$ cat config.mk
export PLATFORM = sky130hd
export DESIGN_NAME = cam_exposure_ctrl
export DESIGN_NICKNAME = d
export VERILOG_FILES = /design/src/rtl/cam_pkg.sv /design/src/rtl/exp_sat_counter.sv /design/src/rtl/cam_exposure_ctrl.sv
export SDC_FILE = /design/constraint.sdc
export NUM_CORES = 1
export LEC_CHECK = 0
export ABC_CLOCK_PERIOD_IN_PS = 2550
export CAP_MARGIN = 25
export CORE_ASPECT_RATIO = 2
export CORE_MARGIN = 1
export CORE_UTILIZATION = 45
export DETAILED_ROUTE_END_ITERATION = 10
export PLACE_DENSITY = 0.68
export REMOVE_ABC_BUFFERS = 1
export SLEW_MARGIN = 0
export SYNTH_ARGS = -nofsm -noshare
export SYNTH_HDL_FRONTEND = slang
export SYNTH_SLANG_ARGS = --single-unit
$ cat constraint.sdc
create_clock -name clk -period 2.55 [get_ports clk]
set_input_delay 0.255 -clock clk [delete_from_list [all_inputs] [get_ports clk]]
set_output_delay 0.255 -clock clk [all_outputs]
set_load 0.1 [all_outputs]
$ cat src/rtl/cam_pkg.sv
// Shared constants, state encoding and helpers for the camera exposure controller.
package cam_pkg;

  localparam int unsigned EXP_SIZE  = 5;
  localparam int unsigned EXP_MIN   = 2;
  localparam int unsigned EXP_MAX   = 30;
  localparam int unsigned EXP_RESET = 14;

  localparam int unsigned ADC_W     = 8;
  localparam int unsigned N_PIX     = 4;
  localparam int unsigned PIX_SHIFT = $clog2(N_PIX);
  localparam int unsigned SUM_W     = ADC_W + PIX_SHIFT;
  localparam int unsigned CNT_W     = PIX_SHIFT + 1;

  localparam int unsigned TARGET_LO = 96;
  localparam int unsigned TARGET_HI = 160;

  localparam int unsigned TIMEOUT   = 63;
  localparam int unsigned TIMER_W   = $clog2(TIMEOUT + 1);

  typedef enum logic [1:0] {
    StIdle   = 2'b00,
    StWait   = 2'b01,
    StAdjust = 2'b10
  } state_e;

  // N_PIX is a power of two, so the mean is a plain shift of the sum.
  function automatic logic [ADC_W-1:0] frame_avg(input logic [SUM_W-1:0] sum);
    logic [SUM_W-1:0] shifted;
    shifted = sum >> PIX_SHIFT;
    return shifted[ADC_W-1:0];
  endfunction

endpackage

$ cat src/rtl/exp_sat_counter.sv
// Exposure register: up/down by one with min/max saturation; inc and dec together hold.
module exp_sat_counter
  import cam_pkg::*;
#(
  parameter int unsigned Width    = EXP_SIZE,
  parameter int unsigned MinVal   = EXP_MIN,
  parameter int unsigned MaxVal   = EXP_MAX,
  parameter int unsigned ResetVal = EXP_RESET
) (
  input  logic             clk,
  input  logic             reset,
  input  logic             inc,
  input  logic             dec,
  output logic [Width-1:0] value
);

  logic [Width-1:0] value_q;
  logic [Width-1:0] value_d;

  always_comb begin
    value_d = value_q;
    if (inc && !dec && (value_q < Width'(MaxVal))) begin
      value_d = value_q + 1'b1;
    end else if (dec && !inc && (value_q > Width'(MinVal))) begin
      value_d = value_q - 1'b1;
    end
  end

  always_ff @(posedge clk or negedge reset) begin
    if (!reset) begin
      value_q <= Width'(ResetVal);
    end else begin
      value_q <= value_d;
    end
  end

  assign value = value_q;

endmodule

$ cat src/rtl/cam_exposure_ctrl.sv
// Frame scheduler and auto-exposure: launches a frame, averages N_PIX samples,
// nudges exposure toward the luminance window; manual buttons serviced while idle.
module cam_exposure_ctrl
  import cam_pkg::*;
(
  input  logic                clk,
  input  logic                reset,
  input  logic                init,
  input  logic                exp_incr,
  input  logic                exp_decr,
  input  logic                auto_en,
  input  logic                pix_valid,
  input  logic [ADC_W-1:0]    pix_data,
  input  logic                frame_done,
  output logic                cam_init,
  output logic [EXP_SIZE-1:0] exp_time,
  output logic                busy,
  output logic [ADC_W-1:0]    luma_avg,
  output logic                timeout_err
);

  state_e             state_q;
  logic [SUM_W-1:0]   sum_q;
  logic [CNT_W-1:0]   cnt_q;
  logic [TIMER_W-1:0] timer_q;
  logic               done_q;
  logic               incr_prev_q;
  logic               decr_prev_q;
  logic               cam_init_q;
  logic               busy_q;
  logic [ADC_W-1:0]   luma_q;
  logic               timeout_q;

  logic [ADC_W-1:0]   avg_now;
  logic               exp_inc;
  logic               exp_dec;
  logic               frame_full;

  assign avg_now    = frame_avg(sum_q);
  assign frame_full = (cnt_q == CNT_W'(N_PIX));

  // Both the button path and the auto-adjust path steer the single exposure register.
  always_comb begin
    exp_inc = 1'b0;
    exp_dec = 1'b0;
    case (state_q)
      StIdle: begin
        // A frame request swallows any button edge arriving on the same cycle.
        if (!init) begin
          exp_inc = exp_incr & ~incr_prev_q & ~exp_decr;
          exp_dec = exp_decr & ~decr_prev_q & ~exp_incr;
        end
      end
      StAdjust: begin
        if (auto_en) begin
          exp_inc = (avg_now < ADC_W'(TARGET_LO));
          exp_dec = (avg_now > ADC_W'(TARGET_HI));
        end
      end
      default: ;
    endcase
  end

  always_ff @(posedge clk or negedge reset) begin
    if (!reset) begin
      state_q     <= StIdle;
      sum_q       <= '0;
      cnt_q       <= '0;
      timer_q     <= '0;
      done_q      <= 1'b0;
      incr_prev_q <= 1'b0;
      decr_prev_q <= 1'b0;
      cam_init_q  <= 1'b0;
      busy_q      <= 1'b0;
      luma_q      <= '0;
      timeout_q   <= 1'b0;
    end else begin
      // Edge history tracks the buttons in every state so a held press never fires late.
      incr_prev_q <= exp_incr;
      decr_prev_q <= exp_decr;
      cam_init_q  <= 1'b0;
      case (state_q)
        StIdle: begin
          if (init) begin
            state_q    <= StWait;
            cam_init_q <= 1'b1;
            busy_q     <= 1'b1;
            sum_q      <= '0;
            cnt_q      <= '0;
            timer_q    <= '0;
            done_q     <= 1'b0;
            timeout_q  <= 1'b0;
          end
        end
        StWait: begin
          if (pix_valid && !frame_full) begin
            sum_q <= sum_q + SUM_W'(pix_data);
            cnt_q <= cnt_q + 1'b1;
          end
          if (frame_done) begin
            done_q <= 1'b1;
          end
          if (frame_full && done_q) begin
            state_q <= StAdjust;
          end else if (timer_q == TIMER_W'(TIMEOUT - 1)) begin
            state_q   <= StIdle;
            busy_q    <= 1'b0;
            timeout_q <= 1'b1;
          end else begin
            timer_q <= timer_q + 1'b1;
          end
        end
        StAdjust: begin
          luma_q  <= avg_now;
          state_q <= StIdle;
          busy_q  <= 1'b0;
        end
        default: begin
          state_q <= StIdle;
          busy_q  <= 1'b0;
        end
      endcase
    end
  end

  exp_sat_counter #(
    .Width   (EXP_SIZE),
    .MinVal  (EXP_MIN),
    .MaxVal  (EXP_MAX),
    .ResetVal(EXP_RESET)
  ) u_exp_counter (
    .clk  (clk),
    .reset(reset),
    .inc  (exp_inc),
    .dec  (exp_dec),
    .value(exp_time)
  );

  assign cam_init    = cam_init_q;
  assign busy        = busy_q;
  assign luma_avg    = luma_q;
  assign timeout_err = timeout_q;

endmodule

==> results.ini, run 1 <==
[outcome]
status=complete, no violations

[critical_path]
r2r_slack_ns=0.22
cp-end-kind=register
crit_arrival_ns=2.52
reg2reg_to=u_exp_counter.value[4]
critPathRequiredTime_ns=2.72
cp_slowest_cell=clkdlybuf4s50_1
critPathKind=in -> reg
start_kind=input port
slowest_delay_ns=0.50
r2r-start=u_exp_counter.value[2]
path_cells=clkdlybuf4s50_1 -> nor3b_1 -> a2bb2oi_2 -> or2_4 -> ha_1 -> nor2b_1 -> o21ai_0 -> a211oi_1 -> o21bai_1 -> xor2_1
r2r_cells=9
crit_path_max_fanout=6

[route]
wl_per_cell_um=15.0
vias=1753
drtIter0Drc=43
final_antenna_net_count=0
firstDrtPassIters=5
wl_mm=4.71
viasPerCell=5.57
remaining_drc_errors=0

[cts]
clk_latency_ns=0.29
clk_pin_slew_worst_paths_ns=0.08
cts_resized=0
ctsHtreeMaxLevel=2
hold_buffers=0
cts_setup_buffers=0
cts.sinks=40
root_buffer=clkbuf_8
cts_tree=yes
clock_path_buffers=2
numCtsBuffers=5

[sta]
skew_ns=0.00872
relSlewSlack=0.405
slew_viol_final=0
fin_crit_sh=0.922
min_period_ns=2.35
grt_setup_unrepaired=no
tightest_slew_ns=0.893
fmax_ghz=0.425
hold_viol_final=0
setup_violations=0
fin_ws_ns=0.198

[floorplanning]
num_rows=36
ios=32
fp.coreArea_mm2=0.00491
start_util=0.471
die_h_um=103
die_area_mm2=0.00545
die_w_um=52.7

[cells_and_area]
fin_util=0.560
nNetsFinal=291
n_antenna_cell=0
regArea_mm2=0.00100
drive_gt1_frac=0.205
layout_common_cells=37 x dfrtp_1, 22 x buf_4, 19 x nor2_1
multi_input_area_mm2=0.00124
area_delta_synth_final_pct=18.8
layout_commonest_cell=dfrtp_1
layout.cells.non_filler=315
fillCellCount=445

[worst_hold_path]
hp-class=in -> async

[global_routing]
track_usage=0.191
grt_first_pass_wirelength_mm=7.57
overflow=0
grt_max_degree=41
antenna_found_initial=0
first_global_vias=1712

[flow_run]
maxCapViolations=0

[logic_synthesis]
synthTopCellsByArea=dfrtp_1 40%, ha_1 8.6%, mux2_1 3.9%, xnor2_1 3.8%, dfstp_2 3.4%
synth_seq_cells=40
synthFlopType=dfrtp_1
yosysWarnings=0
synthArstFlopShare=1.00
seq_area_frac_synth=0.434
synth_top_area_share=0.400
synth.distinct_cells=53
syn_avg_cell_area_um2=10.7
synth_area_leader_cell=dfrtp_1
synth_edf_count=0
syn_inst=217
syn_area_mm2=0.00231

[power_and_ir_drop]
p_per_area_mw_per_mm2=1190
total_power_mw=3.28
p_leak_nw=1.33
ir_drop_mv=0.832

[place]
io_buffers=31
place_hpwl_mm=3.51
gp_congestion=0.767
dp.cells=307
place_ws_ns=-0.120

-- flip-flops by register name, summed over array words and instances, names as in the netlist --
name,count
busy,1
cam_init,1
cnt_q,3
decr_prev_q,1
done_q,1
incr_prev_q,1
luma_avg,8
state_q,2
sum_q,10
timeout_err,1
timer_q,6
u_exp_counter.value,5
-- synthesized netlist by cell type (2+ instances only) --
cell type,number
fa_1,2
nor2_1,19
o21ai_1,8
o31ai_1,2
xnor2_1,10
mux2i_1,2
o21bai_1,2
nand2_1,16
xor2_1,5
a21oi_1,10
o21a_1,2
a211oi_2,3
dfrtp_1,37
and3_1,3
mux2_4,2
nor3_1,2
o21ai_0,3
a211oi_1,3
a21o_1,5
nand3_1,15
inv_1,7
dfstp_2,3
inv_2,4
mux2_1,8
ha_1,16
-- metal layers --
layer	share of wire	global-route usage	routed length [um]
met1	0.38	0.200	1800
met2	0.57	0.351	2670
met3	0.037	0.0409	173
met4	0.015	0.0830	72
met5	0	0	0
-- worst max path at each step --
stage	slack, ns	from	cells past startpoint	to
floorplan	-0.08	u_exp_counter.value[4]	9	u_exp_counter.value[4]
global placement	0.002	exp_incr	10	u_exp_counter.value[4]
detailed placement	-0.12	exp_incr	10	u_exp_counter.value[4]
global route	0.02	exp_incr	10	u_exp_counter.value[4]
finish	0.20	exp_incr	10	u_exp_counter.value[4]
CTS	0.17	exp_incr	10	u_exp_counter.value[4]
-- critical path, delay by kind of cell --
kind,cells,cell delay (ns)
xor+xnor,1,0.15
fa+ha+maj,1,0.30
buf+inv,1,0.50
compound gates,4,0.62
simple gates,3,0.69
-- report_power, final --
part,leakage [nW],internal (mW),switching [mW]
clock,0.0422,0.192,0.218
combinational,0.780,0.608,1.19
sequential,0.504,0.860,0.211
total,1.33,1.66,1.62
-- metrics by stage --
| stage | hold WS, ns | TNS (ns) | instance area [um2] |
|---|---|---|---|
| after floorplan | -0.0406 | -0.0767 | 2290 |
| after global placement | 0.437 | 0 | 2670 |
| final | 0.0889 | 0 | 2750 |
| after detailed placement | 0.439 | -0.120 | 2670 |
| after CTS | 0.131 | 0 | 2750 |
| after global routing | 0.157 | 0 | 2750 |
-- layout make-up --
class | count | share of cell area
Clock inverter | 1 | 0.00182
Multi-Input combinational cell | 161 | 0.450
Inverter | 12 | 0.0164
Clock buffer | 7 | 0.0278
Sequential cell | 40 | 0.365
Timing Repair Buffer | 37 | 0.113
Tap cell | 57 | 0.0259
-- kinds of logic (layout without fill, tap and decap cells) --
logic type,after synthesis,after routing,share of synthesized area
compound gates,48,48,0.154
simple gates,68,68,0.160
xor+xnor,15,15,0.0568
mux,12,12,0.0605
fa+ha+maj,18,18,0.104
flops,40,40,0.434
buf+inv,16,57,0.0313
Power figures use the tool's default switching activity.
==> run 2: changes to the inputs <==
--- a/config.mk
+++ b/config.mk
@@ -8,10 +8,10 @@
 export ABC_CLOCK_PERIOD_IN_PS = 2550
 export CAP_MARGIN = 25
 export CORE_ASPECT_RATIO = 2
-export CORE_MARGIN = 1
 export CORE_UTILIZATION = 45
 export DETAILED_ROUTE_END_ITERATION = 10
-export PLACE_DENSITY = 0.68
+export GPL_TIMING_DRIVEN = 0
+export PLACE_DENSITY = 0.73
 export REMOVE_ABC_BUFFERS = 1
 export SLEW_MARGIN = 0
 export SYNTH_ARGS = -nofsm -noshare
==> run 2 against run 1 <==
Design area is 3.2% higher. First-iteration DRC count is 19% lower. Utilization is 1.8 points higher. Cell count stayed put. Sequential power hardly changed. Routed wire length is 1.3% lower. Sequential share of layout area is 1.0 points lower. Flip-flop and latch count stayed put. Combinational power hardly changed. Critical path depth is 1 higher. Clock skew is 0.0020 ns lower.
==> results.ini, run 2 (same netlist as run 1, synthesis figures left out) <==
[cells_and_area]
n_antenna_cell=0  ; unchanged
nNetsFinal=291  ; unchanged
layout_common_cells=34 x dfrtp_1, 30 x clkdlybuf4s50_1, 19 x nor2_1
fillCellCount=417  ; -6.3%
regMostFlops=sum_q
drive_gt1_frac=0.163  ; -0.0426
design_area_mm2=0.00284  ; +3.2%
multi_input_area_mm2=0.00124  ; unchanged
largest_register_ffs=10  ; unchanged
regArea_mm2=0.00101  ; +0.37%
layout_commonest_cell=dfrtp_1
area_delta_synth_final_pct=22.6

[cts]
cts_tree=yes
root_buffer=clkbuf_8
ctsHtreeMaxLevel=2  ; unchanged
clk_latency_ns=0.30  ; about the same
clock_path_buffers=2  ; unchanged
clk_pin_slew_worst_paths_ns=0.08  ; about the same
hold_buffers=0  ; unchanged
numCtsBuffers=5  ; unchanged
cts.sinks=40  ; unchanged

[global_routing]
grt.met1_usage=0.208  ; +0.00879
track_usage=0.191  ; about the same
use_met3=0.0278  ; -0.0132
antenna_found_initial=0  ; unchanged
overflow=0  ; unchanged
grt_use_met2=0.352  ; +0.000974
grt_busiest_layer=met2
grt_max_degree=41  ; unchanged
grt_first_pass_wirelength_mm=7.66  ; +1.2%
first_global_vias=1700  ; -0.70%

[sta]
whs_ns=0.0689  ; -0.0199 ns
slew_viol_final=0  ; unchanged
hold_viol_final=0  ; unchanged
setup_violations=0  ; unchanged
tightest_slew_ns=0.970  ; +0.0768 ns
fin_crit_sh=0.912  ; -0.0108
fmax_ghz=0.430  ; +1.2%
fin_ws_ns=0.226  ; +0.0276 ns
skew_ns=0.00673  ; -0.00199 ns
relSlewSlack=0.351  ; -0.0532
setup_tns_ns=0  ; unchanged
grt_setup_unrepaired=no
min_period_ns=2.32  ; -0.0276 ns

[floorplanning]
die_h_um=103  ; unchanged
start_util=0.471  ; unchanged
die_area_mm2=0.00545  ; unchanged
fp.coreArea_mm2=0.00491  ; unchanged
num_rows=36  ; unchanged
ios=32  ; unchanged
die_w_um=52.7  ; unchanged

[critical_path]
cp-end-kind=register
crit_path_max_fanout=6  ; unchanged
critPathRequiredTime_ns=2.77  ; +0.05 ns
startpoint=init
path_cells=clkdlybuf4s50_1 -> nor3_2 -> a2bb2oi_2 -> or2_4 -> inv_2 -> fa_1 -> nor2b_1 -> o21ai_0 -> a211oi_1 -> o21bai_1 -> xor2_1
reg2reg_to=u_exp_counter.value[4]
start_kind=input port
r2r_cells=9  ; unchanged
crit_arrival_ns=2.54  ; +0.02 ns
cp_slowest_cell=clkdlybuf4s50_1
critPathKind=in -> reg
slowest_delay_ns=0.56  ; +0.06 ns
r2r-start=state_q[1]
r2r_slack_ns=0.24  ; +0.02 ns

[place]
place_ws_ns=-0.0940  ; +0.0265 ns
placed_area_mm2=0.00266  ; -0.19%
place_hpwl_mm=3.29  ; -6.3%
io_buffers=31  ; unchanged
gp_congestion=0.816  ; +6.3%

[flow_run]
maxCapViolations=0  ; unchanged

[route]
wl_per_cell_um=14.8  ; -1.3%
remaining_drc_errors=0  ; unchanged
vias=1717  ; -2.1%
final_antenna_net_count=0  ; unchanged
drtIter0Drc=35  ; -19%
wl_mm=4.65  ; -1.3%
viasPerCell=5.45  ; -2.1%
firstDrtPassIters=4  ; -1

[worst_hold_path]
hp-class=in -> async

[outcome]
status=complete, no violations

[power_and_ir_drop]
p_per_area_mw_per_mm2=1220  ; +2.7%
p_leak_nw=1.32  ; -0.33%
ir_drop_mv=0.830  ; -0.17%
total_power_mw=3.47  ; +6.0%

## run 2: changes by cell type in the layout (fill, tap and decap cells not counted)
| cell | change |
|---|---|
| buf_4 | -16 |
| bufinv_16 | +1 |
| clkbuf_1 | -2 |
| clkbuf_8 | +2 |
| clkdlybuf4s50_1 | +16 |
| clkinv_2 | -1 |
| dfrtp_1 | -3 |
| dfrtp_2 | +3 |
## run 2: where the power goes
part	internal (mW)	total, mW	switching, mW
clock network	0.346	0.575	0.229
registers	0.863	1.08	0.220
logic	0.643	1.82	1.17
## run 2: per-stage QoR
stage | util | cells
after CTS | 0.568 | 309
after global routing | 0.578 | 315
after global placement | 0.544 | 301
after floorplan | - | 213
after detailed placement | 0.543 | 301
final | 0.578 | 315
## run 2: per-layer routing
layer  up-vias  share of wire
li1        846              -
met1       816           0.40
met2        47           0.54
met3         8          0.034
met4         0          0.024
met5         -              0
## run 2: area by class of cell
type | count | area share
well taps | 57 | 0.0251
inverters | 12 | 0.0159
clock inverters | 1 | 0.0106
flip-flops and latches | 40 | 0.355
multi-input cells | 161 | 0.436
clock buffers | 7 | 0.0339
repair buffers | 37 | 0.123
## run 2: worst max-delay path by stage
stage and end:
2_1_floorplan u_exp_counter.value[4], 3_3_place_gp u_exp_counter.value[4], 3_5_place_dp u_exp_counter.value[4], 4_1_cts u_exp_counter.value[4], 5_1_grt u_exp_counter.value[4], 6_report u_exp_counter.value[4]
## run 2: timing repair
item                                   in CTS  in global routing
setup endpoints to repair                   0                  1
setup buffers                               0                  6
endpoints found under the hold margin       0                  0
gates resized for setup                     0                  3
## run 2: worst max-delay path: cells and delay by family
| kind | cells | cell delay, ns |
|---|---|---|
| buffers and inverters | 2 | 0.60 |
| XOR/XNOR | 1 | 0.15 |
| AO/OA/AOI/OAI | 4 | 0.71 |
| adder cells (fa/ha/maj) | 1 | 0.40 |
| AND/OR/NAND/NOR | 3 | 0.42 |
